File: src/rtl/jury_vote_sequencer_if.sv
// Juror panel / shared entry encoder signals of jury_vote_sequencer.
// The master modport is the sequencer's view; slave is the panel and encoder side.
interface jury_vote_sequencer_if #(
  parameter int NJ = 4
);
  logic [NJ-1:0]   vote_valid;
  logic [2*NJ-1:0] vote_code;
  logic [NJ-1:0]   vote_ack;
  logic [1:0]      enc_j;
  logic            enc_s1;
  logic            enc_s0;

  modport master (
    input  vote_valid,
    input  vote_code,
    input  enc_s1,
    input  enc_s0,
    output vote_ack,
    output enc_j
  );

  modport slave (
    output vote_valid,
    output vote_code,
    output enc_s1,
    output enc_s0,
    input  vote_ack,
    input  enc_j
  );
endinterface

File: src/rtl/jury_vote_sequencer.sv
// Round-robin sequencer sharing one jury entry encoder among NJ jurors; tallies votes and issues a verdict.
// Optional macro TIE_BREAK_EN: a tie is resolved by juror 0's valid vote.
module jury_vote_sequencer #(
  parameter int NJ      = 4,
  parameter int TIMEOUT = 255
) (
  input  logic                 clk,
  input  logic                 rst,
  input  logic                 start,
  jury_vote_sequencer_if.master bus,
  output logic [3:0]           approve_cnt,
  output logic [3:0]           reject_cnt,
  output logic                 busy,
  output logic                 done,
  output logic [1:0]           verdict
);

  localparam int PW = (NJ > 1) ? $clog2(NJ) : 1;

  localparam logic [1:0] RES_APPROVE = 2'b01;
  localparam logic [1:0] RES_REJECT  = 2'b10;
  localparam logic [1:0] V_APPROVED  = 2'b01;
  localparam logic [1:0] V_REJECTED  = 2'b10;
  localparam logic [1:0] V_TIE       = 2'b11;

  typedef enum logic [2:0] {
    S_IDLE,
    S_ARB,
    S_SAMPLE,
    S_DECIDE,
    S_DONE
  } state_t;

  state_t          state;
  state_t          next_state;
  logic [PW-1:0]   rr_ptr;
  logic [PW-1:0]   grant;
  logic [NJ-1:0]   voted;
  logic [15:0]     timer;
  logic [1:0]      verdict_q;

  logic [NJ-1:0]   eligible;
  logic [NJ-1:0]   grant_mask;
  logic            found;
  logic [PW-1:0]   pick;
  logic            timeout_hit;
  logic            open_window;
  logic [1:0]      result;
  logic [1:0]      tie_verdict;
  logic [1:0]      verdict_calc;

  assign result      = {bus.enc_s1, bus.enc_s0};
  assign grant_mask  = NJ'(1) << grant;
  assign timeout_hit = (timer == 16'(TIMEOUT - 1));
  assign open_window = start && (state == S_IDLE || state == S_DONE);

  // Round-robin search: first eligible juror at or after rr_ptr, wrapping.
  always_comb begin
    // NOTE: every always_comb output gets a default first so no latch is inferred.
    eligible = bus.vote_valid & ~voted;
    found    = 1'b0;
    pick     = '0;
    for (int off = 0; off < NJ; off++) begin
      if (!found && eligible[(int'(rr_ptr) + off) % NJ]) begin
        found = 1'b1;
        pick  = PW'((int'(rr_ptr) + off) % NJ);
      end
    end
  end

  always_comb begin
    next_state = state;
    unique case (state)
      S_IDLE:   if (start) next_state = S_ARB;
      S_ARB: begin
        if (timeout_hit)  next_state = S_DECIDE;
        else if (found)   next_state = S_SAMPLE;
      end
      S_SAMPLE: begin
        if (timeout_hit || (&(voted | grant_mask))) next_state = S_DECIDE;
        else                                        next_state = S_ARB;
      end
      S_DECIDE: next_state = S_DONE;
      S_DONE:   if (start) next_state = S_ARB;
      default:  next_state = S_IDLE;
    endcase
  end

`ifdef TIE_BREAK_EN
  logic [1:0] j0_res;

  // Juror 0's decoded result for this window; 00 until juror 0 has been sampled.
  always_ff @(posedge clk) begin
    if (rst)                                j0_res <= '0;
    else if (open_window)                   j0_res <= '0;
    else if (state == S_SAMPLE && grant == '0) j0_res <= result;
  end

  assign tie_verdict = (j0_res == RES_APPROVE || j0_res == RES_REJECT) ? j0_res : V_TIE;
`else
  assign tie_verdict = V_TIE;
`endif

  always_comb begin
    verdict_calc = tie_verdict;
    if (approve_cnt > reject_cnt)      verdict_calc = V_APPROVED;
    else if (reject_cnt > approve_cnt) verdict_calc = V_REJECTED;
  end

  // The verdict is shown combinationally during DECIDE so it is valid with the done pulse.
  assign busy    = (state == S_ARB) || (state == S_SAMPLE) || (state == S_DECIDE);
  assign done    = (state == S_DECIDE);
  assign verdict = done ? verdict_calc : verdict_q;

  always_ff @(posedge clk) begin
    if (rst) begin
      state        <= S_IDLE;
      rr_ptr       <= '0;
      grant        <= '0;
      voted        <= '0;
      timer        <= '0;
      approve_cnt  <= '0;
      reject_cnt   <= '0;
      verdict_q    <= '0;
      bus.vote_ack <= '0;
      bus.enc_j    <= '0;
    end else begin
      // NOTE: sequential state uses non-blocking assignments so every register samples pre-edge values.
      state        <= next_state;
      bus.vote_ack <= '0;
      if (busy) timer <= timer + 16'd1;

      unique case (state)
        S_IDLE, S_DONE: begin
          if (start) begin
            voted       <= '0;
            timer       <= '0;
            approve_cnt <= '0;
            reject_cnt  <= '0;
            verdict_q   <= '0;
          end
        end
        S_ARB: begin
          if (!timeout_hit && found) begin
            grant     <= pick;
            bus.enc_j <= bus.vote_code[2*pick +: 2];
          end
        end
        S_SAMPLE: begin
          bus.vote_ack <= grant_mask;
          bus.enc_j    <= '0;
          voted        <= voted | grant_mask;
          rr_ptr       <= (int'(grant) == NJ - 1) ? '0 : grant + 1'b1;
          if (result == RES_APPROVE && approve_cnt != 4'hF) approve_cnt <= approve_cnt + 4'd1;
          if (result == RES_REJECT  && reject_cnt  != 4'hF) reject_cnt  <= reject_cnt + 4'd1;
        end
        S_DECIDE: verdict_q <= verdict_calc;
        default: ;
      endcase
    end
  end

  a_ack_onehot: assert property (@(posedge clk) disable iff (rst) $onehot0(bus.vote_ack));
  a_enc_idle:   assert property (@(posedge clk) disable iff (rst)
                                 (state != S_SAMPLE) |-> (bus.enc_j == 2'b00));

endmodule
File: src/flat_wrapper.sv
// flat-port wrapper written by rule: the top's interface ports become plain ports
module jury_vote_sequencer_flat 
#(
  parameter int NJ      = 4,
  parameter int TIMEOUT = 255
)
  (clk, rst, start, approve_cnt, reject_cnt, busy, done, verdict, bus_vote_valid, bus_vote_code, bus_enc_s1, bus_enc_s0, bus_vote_ack, bus_enc_j);
  jury_vote_sequencer_if #(.NJ(NJ)) bus_i ();
  input  logic clk;
  input  logic rst;
  input  logic start;
  output logic [3:0] approve_cnt;
  output logic [3:0] reject_cnt;
  output logic busy;
  output logic done;
  output logic [1:0] verdict;
  input wire logic [$bits(bus_i.vote_valid)-1:0] bus_vote_valid;
  input wire logic [$bits(bus_i.vote_code)-1:0] bus_vote_code;
  input wire logic [$bits(bus_i.enc_s1)-1:0] bus_enc_s1;
  input wire logic [$bits(bus_i.enc_s0)-1:0] bus_enc_s0;
  output wire logic [$bits(bus_i.vote_ack)-1:0] bus_vote_ack;
  output wire logic [$bits(bus_i.enc_j)-1:0] bus_enc_j;
  assign bus_i.vote_valid = bus_vote_valid;
  assign bus_i.vote_code = bus_vote_code;
  assign bus_i.enc_s1 = bus_enc_s1;
  assign bus_i.enc_s0 = bus_enc_s0;
  assign bus_vote_ack = bus_i.vote_ack;
  assign bus_enc_j = bus_i.enc_j;
  jury_vote_sequencer #(.NJ(NJ), .TIMEOUT(TIMEOUT)) u_core (.clk(clk), .rst(rst), .start(start), .bus(bus_i), .approve_cnt(approve_cnt), .reject_cnt(reject_cnt), .busy(busy), .done(done), .verdict(verdict));
endmodule
File: config.mk
export PLATFORM = sky130hd
export DESIGN_NAME = jury_vote_sequencer_flat
export DESIGN_NICKNAME = d
export VERILOG_FILES = /design/src/rtl/jury_vote_sequencer_if.sv /design/src/rtl/jury_vote_sequencer.sv /design/src/flat_wrapper.sv
export SDC_FILE = /design/constraint.sdc
export NUM_CORES = 1
export LEC_CHECK = 0
export CELL_PAD_IN_SITES_DETAIL_PLACEMENT = 1
export CELL_PAD_IN_SITES_GLOBAL_PLACEMENT = 1
export CORE_AREA = 2 2 83 85
export DETAILED_ROUTE_END_ITERATION = 8
export DIE_AREA = 0 0 85 87
export GPL_TIMING_DRIVEN = 0
export HOLD_SLACK_MARGIN = 0.15
export PLACE_DENSITY = 0.7
export SLEW_MARGIN = 40
export SYNTH_ARGS = -nofsm -noshare
export SYNTH_HDL_FRONTEND = slang
export SYNTH_SLANG_ARGS = --single-unit
File: constraint.sdc
create_clock -name clk -period 1.8 [get_ports clk]
set_input_delay 0.36 -clock clk [delete_from_list [all_inputs] [get_ports clk]]
set_output_delay 0.36 -clock clk [all_outputs]
set_load 0.05 [all_outputs]
# Yosys cells after proc, flatten, opt, wreduce, memory -nomap -nowiden
# Index checks and enable logic that the tools add are counted.
# word_totals
ff_bits	43
inputBits	17
out_inout_bits	18
elab_cells	118
# op_classes
n_addsub	7
magnitude_cmp	6
n_eq_ne	15
n_shift	2
n_mux	41
n_bitwise	7
n_reduce_logical	30
# op_table
op	n
16-bit 2-to-1 mux	3
4-bit one-hot mux with 2 select lines	3
2-bit 2-to-1 mux	10
16-bit by 1-bit adder with 16-bit output, second input constant	1
16-bit by 8-bit == test with 1-bit output, second input constant	1
3-bit by 4-bit < comparator with 1-bit output, second input constant	3
1-bit 2-to-1 mux	12
4-bit 2-to-1 mux	3
3-bit one-hot mux with 4 select lines	1
2-bit AND reduction	5
2-bit OR reduction	5
3-bit 2-to-1 mux	3
4-bit by 1-bit adder with 4-bit output, second input constant	2
1-bit binary-select mux with 2-bit select	4
4-bit > comparator	2
4-bit != test, second input constant	2
2-bit one-hot mux with 2 select lines	2
8-bit by 4-bit variable part select with 2-bit output	1
3-bit by 2-bit == test with 1-bit output, second input constant	2
1-bit logical AND	6
2-bit != test, second input constant	3
3-bit AND reduction	2
2-bit nonzero test	3
2-bit by 1-bit adder with 2-bit output, second input constant	2
18 further kinds	27

# Logic depth before layout (Yosys ltp)
# Gate-level depths: netlist of the first run.
# depth
depth_word	17
depth_mapped	8
ltp_nobuf	8

# Worst setup path before layout of the first run
# Ideal clock, no wire load.
# synth_timing
path_type	register to output
startpoint	register u_core.approve_cnt[1]
endpoint	output port verdict[0]
arrival_ns	2.009
required_ns	1.440
path_slack_ns	-0.569
stages_incl_launch_ff	9
n_path_buf	0
path_cell_list	dfxtp_1 > inv_1 > ha_1 > nor2b_1 > o21ai_0 > nand2b_1 > a21oi_1 > o21ai_0 > nand2_1
# synth_between
elab_chain_cells	4
word_cells_on_any_way	5
cone_classes	order compare: 2; mux: 3
# synth_rtl
element	line_no	source
start, declared	jury_vote_sequencer.sv:11	output logic [3:0] approve_cnt,
start signal, assigned	jury_vote_sequencer.sv:154	if (result == RES_APPROVE && approve_cnt != 4'hF) approve_cnt <= approve_cnt + 4'd1;
4-bit > comparator	jury_vote_sequencer.sv:107	else if (reject_cnt > approve_cnt) verdict_calc = V_REJECTED;
1-bit 2-to-1 mux	jury_vote_sequencer.sv:107	
2-bit 2-to-1 mux *	jury_vote_sequencer.sv:106	if (approve_cnt > reject_cnt) verdict_calc = V_APPROVED;
2-bit 2-to-1 mux *	jury_vote_sequencer.sv:113	assign verdict = done ? verdict_calc : verdict_q;
end, declared	flat_wrapper.sv:16	output logic [1:0] verdict;
# Every way passes the cells marked *; elsewhere a longest branch is shown, timed or not.

# Final worst setup path of the first run
# layout_timing
startpoint	register u_core.reject_cnt[1]
endpoint	output port verdict[1]
# layout_between
elab_chain_cells	3
# layout_rtl
element	line_no	source
start, declared	jury_vote_sequencer.sv:12	output logic [3:0] reject_cnt,
start signal, assigned	jury_vote_sequencer.sv:155	if (result == RES_REJECT && reject_cnt != 4'hF) reject_cnt <= reject_cnt + 4'd1;
4-bit > comparator	jury_vote_sequencer.sv:106	
2-bit 2-to-1 mux	jury_vote_sequencer.sv:106	
2-bit 2-to-1 mux	jury_vote_sequencer.sv:113	
# No other way between the ends.

==> results of run 1 <==
## worst max-delay path, delay by kind of cell (launching register included)
kind                     cells  cell delay [ps]
AO/OA/AOI/OAI                2              270
adder cells (fa/ha/maj)      1              240
buffers and inverters        1              140
flip-flops                   1              370
AND/OR/NAND/NOR              4              400
## report_power, final
part / switching, uW / internal, uW / leakage, uW
Clock: 358 / 313 / 0.0000474
Combinational: 172 / 156 / 0.000848
Sequential: 23.4 / 966 / 0.000355
Total: 553 / 1440 / 0.00125
## kinds of logic (layout without fill, tap and decap cells)
logic type                 count (synthesis)  after routing  synth area share
and+or+nand+nor                          113            113             0.293
DFF                                       43             43             0.387
AOI/OAI and AO/OA                         32             32            0.0895
xor gates and xnor gates                  19             19            0.0748
buffers and inverters                     18             69            0.0439
adders and majority gates                 12             12            0.0675
muxes                                      9              9            0.0445
## placed cells by master (no fill, tap or decap), types with 9 or more instances in the layout
cell type	instances
nand2_1	13
clkdlybuf4s50_1	14
dfxtp_1	30
ha_1	10
buf_4	11
nand3_1	10
nor2_1	39
dlygate4sd2_1	11
xnor2_1	9
xor2_1	10
## routing by layer
layer	global-route usage	vias up	wire, um
li1	-	943	-
met1	0.183	906	2420
met2	0.256	26	2520
met3	0.0341	7	168
met4	0.0548	0	73
met5	0	-	0
## registers in the layout, indices dropped and copies added (netlist names)
signal,flops
u_core.reject_cnt,4
u_core.rr_ptr,2
u_core.verdict_q,2
u_core.voted,4
u_core.grant,2
u_core.bus.enc_j,2
u_core.state,3
u_core.approve_cnt,4
u_core.bus.vote_ack,4
u_core.timer,16
## path summary, 6_finish.rpt
check | start | end | slack [ps] | cells past startpoint
worst max-delay path | u_core.reject_cnt[1]$_SDFFE_PP0P_ | verdict[1] | -290 | 8
worst min-delay path | u_core.verdict_q[1]$_SDFFE_PP0P_ | u_core.verdict_q[1]$_SDFFE_PP0P_ | 480 | 2
worst max register to register | u_core.timer[0]$_SDFF_PP0_ | u_core.grant[0]$_SDFFE_PP0P_ | 60 | 9
worst min register to register | u_core.verdict_q[1]$_SDFFE_PP0P_ | u_core.verdict_q[1]$_SDFFE_PP0P_ | 480 | 2
## stage by stage
| step | hold slack [ps] | util |
|---|---|---|
| floorplan | 429 | - |
| global placement | 458 | 0.412 |
| detailed placement | 465 | 0.412 |
| CTS | 477 | 0.436 |
| global route | 509 | 0.455 |
| finish | 479 | 0.455 |
## timing repair
action                                  in CTS  in global routing
gates cloned                                 0                  0
resized for setup                           51                 26
pin swaps                                    5                 10
endpoints found under the setup margin      21                 24
buffers inserted                             5                  4
## layout make-up
class | instances | share of cell area
timing repair buffer | 43 | 0.140
clock buffer | 6 | 0.0276
sequential | 43 | 0.298
tap | 80 | 0.0335
multi-input combinational | 185 | 0.461
buffer | 7 | 0.0193
clock inverter | 2 | 0.00544
inverter | 11 | 0.0155
==> flow_summary.yaml, run 1 <==
detailed_routing:
  totalWireLength_um: 5180
  via_per_inst: 4.99
  drtAntennaViolNets: 0
  wl_per_cell_um: 13.7
  drt_iter0_drc: 30
  vias: 1882
  dr.pass1.iters: 4
  drc: 0
sta:
  clock_skew_ps: 6.85
  fin_ws_ps: -285
  max_freq_ghz: 0.480
  finalHoldViolCount: 0
  post-route-period-util: 1.16
  rsz0062_at_grt: "true"
  slew_headroom: 0.667
  slew_violations: 0
  final.setup.tns_ps: -539
  worstMarginPinSlew_ps: 499
  setup_viol: 3
  min_period_ps: 2090
cells_and_area:
  multi_input_area_um2: 1380
  area.growth.synth_to_final_pct: 34.4
  instances_no_fill: 377
  final_area_um2: 2990
  regArea_um2: 890
  fillers: 777
  nNetsFinal: 325
  drive_gt1_frac: 0.249
  n_antenna_cell: 0
worst_setup_path:
  crit_type: "reg2out"
  crit_slowest_cell: "dfxtp_4"
  startpoint_type: "flip-flop"
  required_ps: 1440
  cp_max_fo: 5
  cpPeakStageDelay_ps: 370
  arrival_ps: 1730
  cp-end-kind: "output port"
  crit_chain: "ha_4, nor2b_4, o21ai_2, nand2b_1, a21oi_2, nand2b_4, nand2_4, buf_8"
floorplanning:
  fp.coreArea_um2: 6570
  rows: 30
  fp.dieH_um: 87
  die_w_um: 85
  start_util: 0.338
  io_pins: 35
  dieArea_um2: 7400
synthesis:
  ys.flop_type: "dfxtp_1"
  synth_nets: 275
  ys_seq_elements: 43
  yosys-top-cells-count: "43 x dfxtp_1, 39 x nor2_1, 15 x nand2_1, 12 x ha_1, 11 x inv_1"
  synth_seq_area_share: 0.387
  synth_edf_count: 0
  synth_top_area_frac: 0.387
  avgSynthCellArea_um2: 9.04
  synthCells: 246
  ys_types: 48
  yosys.area.top_type: "dfxtp_1"
  ys_warn_count: 0
  synthTopCellsByArea: "dfxtp_1 39%, ha_1 6.8%, nor2_1 6.6%, xor2_1 3.9%, xnor2_1 3.5%"
  async_reset_ff_frac: 0
  syn-cell-area_um2: 2220
  synth.most_common_cell: "dfxtp_1"
global_route:
  grt_pass1_vias: 1921
  grt_usage: 0.149
  grt_overflow_total: 0
  grt_max_degree: 15
  grt_pass1_wl_um: 8840
  antenna_found_initial: 0
clock_network:
  cts_max_level: 2
  cts_buffer_depth: 2
  hold_buffers: 0
  clock_latency_ps: 300
  clkSinkCount: 43
  root_buffer: "clkbuf_8"
  path_clk_slew_ps: 80
  tritoncts: "built"
  cts_buffers: 5
pwr:
  design_power_total_uw: 1990
  power.leakage_uw: 0.00125
  peakVddDrop_mv: 0.240
  p_per_area_nw_per_um2: 665
job:
  drv_cap: 0
placement:
  place_area_um2: 2710
  port_buffers: 34
  dpl.cell_count: 360
  hpwl_um: 3670
  place_congestion: 0.763
  pre_cts_ws_ps: -637
status:
  violations: "setup timing"
  status: "complete, but fails checks"
worst_hold_path:
  worstHoldPathType: "reg2reg"
Power figures use the tool's default switching activity.
==> run 2, diff against run 1 <==
CELL_PAD_IN_SITES_DETAIL_PLACEMENT = not set   (was 1)
CELL_PAD_IN_SITES_GLOBAL_PLACEMENT = not set   (was 1)
PLACE_DENSITY = 0.55   (was 0.7)
SLEW_MARGIN = 10   (was 40)
==> flow_summary.yaml, run 2 (synthesis results as in run 1) <==
status:
  status: "complete, but fails checks"
  violations: "setup timing"
floorplanning:
  rows: 30
  fp.dieH_um: 87
  fp.coreArea_um2: 6570
  io_pins: 35
  dieArea_um2: 7400
  die_w_um: 85
  start_util: 0.338
cells_and_area:
  nNetsFinal: 324
  n_antenna_cell: 0
  instances_no_fill: 376
  area.growth.synth_to_final_pct: 35.1
  layout_commonest_cell: "nor2_1"
  mostFrequentLayoutCells: "39 x nor2_1, 30 x dfxtp_1, 14 x clkdlybuf4s50_1, 13 x nand2_1"
  fillers: 655
  largest_register_ffs: 16
  drive_gt1_frac: 0.247
  regArea_um2: 887
  largest_register: "u_core.timer"
  multi_input_area_um2: 1390
worst_setup_path:
  crit_type: "reg2out"
  cpLargestDelayFamily: "simple AND/OR/NAND/NOR gates"
  reg2reg_from: "u_core.timer[0]$_SDFF_PP0_"
  required_ps: 1440
  cp_max_fo: 2
  ff2ff_setup_slack_ps: 80
  startpoint_type: "flip-flop"
  cpPeakStageDelay_ps: 370
  path_buf_inv: 2
  crit_chain: "inv_4, ha_4, nor2b_4, o21ai_2, nand2b_1, a21oi_2, nand2b_4, nand2_4, buf_8"
  crit_slowest_cell: "dfxtp_4"
  cp-end-kind: "output port"
  arrival_ps: 1760
  reg2reg_depth: 8
  r2r-end: "u_core.grant[0]$_SDFFE_PP0P_"
clock_network:
  cts_max_level: 2
  root_buffer: "clkbuf_8"
  hold_buffers: 0
  clock_latency_ps: 290
  cts_buffer_depth: 2
  path_clk_slew_ps: 80
  tritoncts: "built"
  cts_buffers: 5
  clkSinkCount: 43
sta:
  rsz0062_at_grt: "true"
  slew_violations: 0
  finalHoldViolCount: 0
  setup_viol: 2
  post-route-period-util: 1.18
  slew_headroom: 0.643
  worstMarginPinSlew_ps: 536
  max_freq_ghz: 0.471
  fin_ws_ps: -321
  min_period_ps: 2120
  hold_slack_ps: 475
  clock_skew_ps: 8.51
detailed_routing:
  vias: 1820
  via_per_inst: 4.84
  drt_iter0_drc: 74
  drc: 0
  totalWireLength_um: 4710
  top_layer: "met4"
  wl_met1_um: 2330
  drtAntennaViolNets: 0
  route.met2.wl_um: 2200
  wl_per_cell_um: 12.5
  dr.pass1.iters: 4
  dr_wl_met3_um: 143
pwr:
  peakVddDrop_mv: 0.418
  seq_power_share: 0.478
  clkPwrFrac: 0.364
  swShare: 0.258
  intPower_uw: 1540
  combinationalPowerShare: 0.158
  power.leakage_uw: 0.00127
  p_per_area_nw_per_um2: 689
  p_switching_uw: 534
job:
  drv_cap: 0
placement:
  place_congestion: 0.739
  hpwl_um: 3420
  port_buffers: 34
  dpl.cell_count: 360
  pre_cts_ws_ps: -631
global_route:
  antenna_found_initial: 0
  grt_max_degree: 15
  grt_pass1_wl_um: 7850
  grt_pass1_vias: 1745
  grt_usage: 0.129
  grt_overflow_total: 0
worst_hold_path:
  min_from: "u_core.verdict_q[1]$_SDFFE_PP0P_"
  worstHoldPathType: "reg2reg"
  hold_path_depth: 2
  hold_path_end: "u_core.verdict_q[1]$_SDFFE_PP0P_"
==> run 2: power by group through the flow <==
stage	Clock (uW)	Sequential, uW	Combinational [uW]
after CTS	779	988	301
after floorplan	0	1030	170
final	753	990	327
after detailed placement	0	1010	288
after global placement	0	1010	287
after global routing	804	995	357
==> run 2: how the worst max path moves through the flow <==
| stage | cells after the start | to | slack (ps) | from |
|---|---|---|---|---|
| after floorplan | 8 | verdict[0] | -30 | u_core.approve_cnt[1]$_SDFFE_PP0P_ |
| after CTS | 9 | verdict[1] | -310 | u_core.approve_cnt[1]$_SDFFE_PP0P_ |
| after detailed placement | 9 | verdict[0] | -630 | u_core.approve_cnt[1]$_SDFFE_PP0P_ |
| final | 9 | verdict[1] | -320 | u_core.approve_cnt[1]$_SDFFE_PP0P_ |
| after global placement | 9 | verdict[0] | -630 | u_core.approve_cnt[1]$_SDFFE_PP0P_ |
| after global routing | 9 | verdict[1] | -400 | u_core.approve_cnt[1]$_SDFFE_PP0P_ |
==> run 2: metrics by stage <==
stage / util / power (uW) / setup TNS (ps) / cell area (um2)
3_3_place_gp: 0.412 / 1300 / -4260 / 2710
2_1_floorplan: - / 1200 / -26.0 / 2270
5_1_grt: 0.457 / 2160 / -891 / 3000
6_report: 0.457 / 2070 / -587 / 3000
4_1_cts: 0.436 / 2070 / -666 / 2870
3_5_place_dp: 0.412 / 1300 / -4410 / 2710
==> run 2: per-layer routing <==
| metal | track usage | up-vias |
|---|---|---|
| met5 | 0 | - |
| met4 | 0.0346 | 0 |
| met3 | 0.0275 | 4 |
| met2 | 0.214 | 24 |
| met1 | 0.169 | 847 |
| li1 | - | 945 |
==> run 2: area by class of cell <==
type / count / share of cell area
buffer: 7 / 0.0200
clock buffer: 5 / 0.0229
clock inverter: 3 / 0.0146
inverter: 11 / 0.0154
multi-input combinational: 185 / 0.461
sequential: 43 / 0.295
tap: 80 / 0.0333
timing repair buffer: 42 / 0.137
==> run 2: worst min-delay path: stages, from the launching register on <==
cell,delay (ps)
dfxtp_1,320
nand3_1,60
a21oi_1,50
==> run 2: what timing repair did <==
item                                   4_1_cts  5_1_grt
buffers inserted                             5        3
gates resized for setup                     44       32
setup endpoints to repair                   19       16
pin swaps                                    7        9
endpoints found under the hold margin        0        0
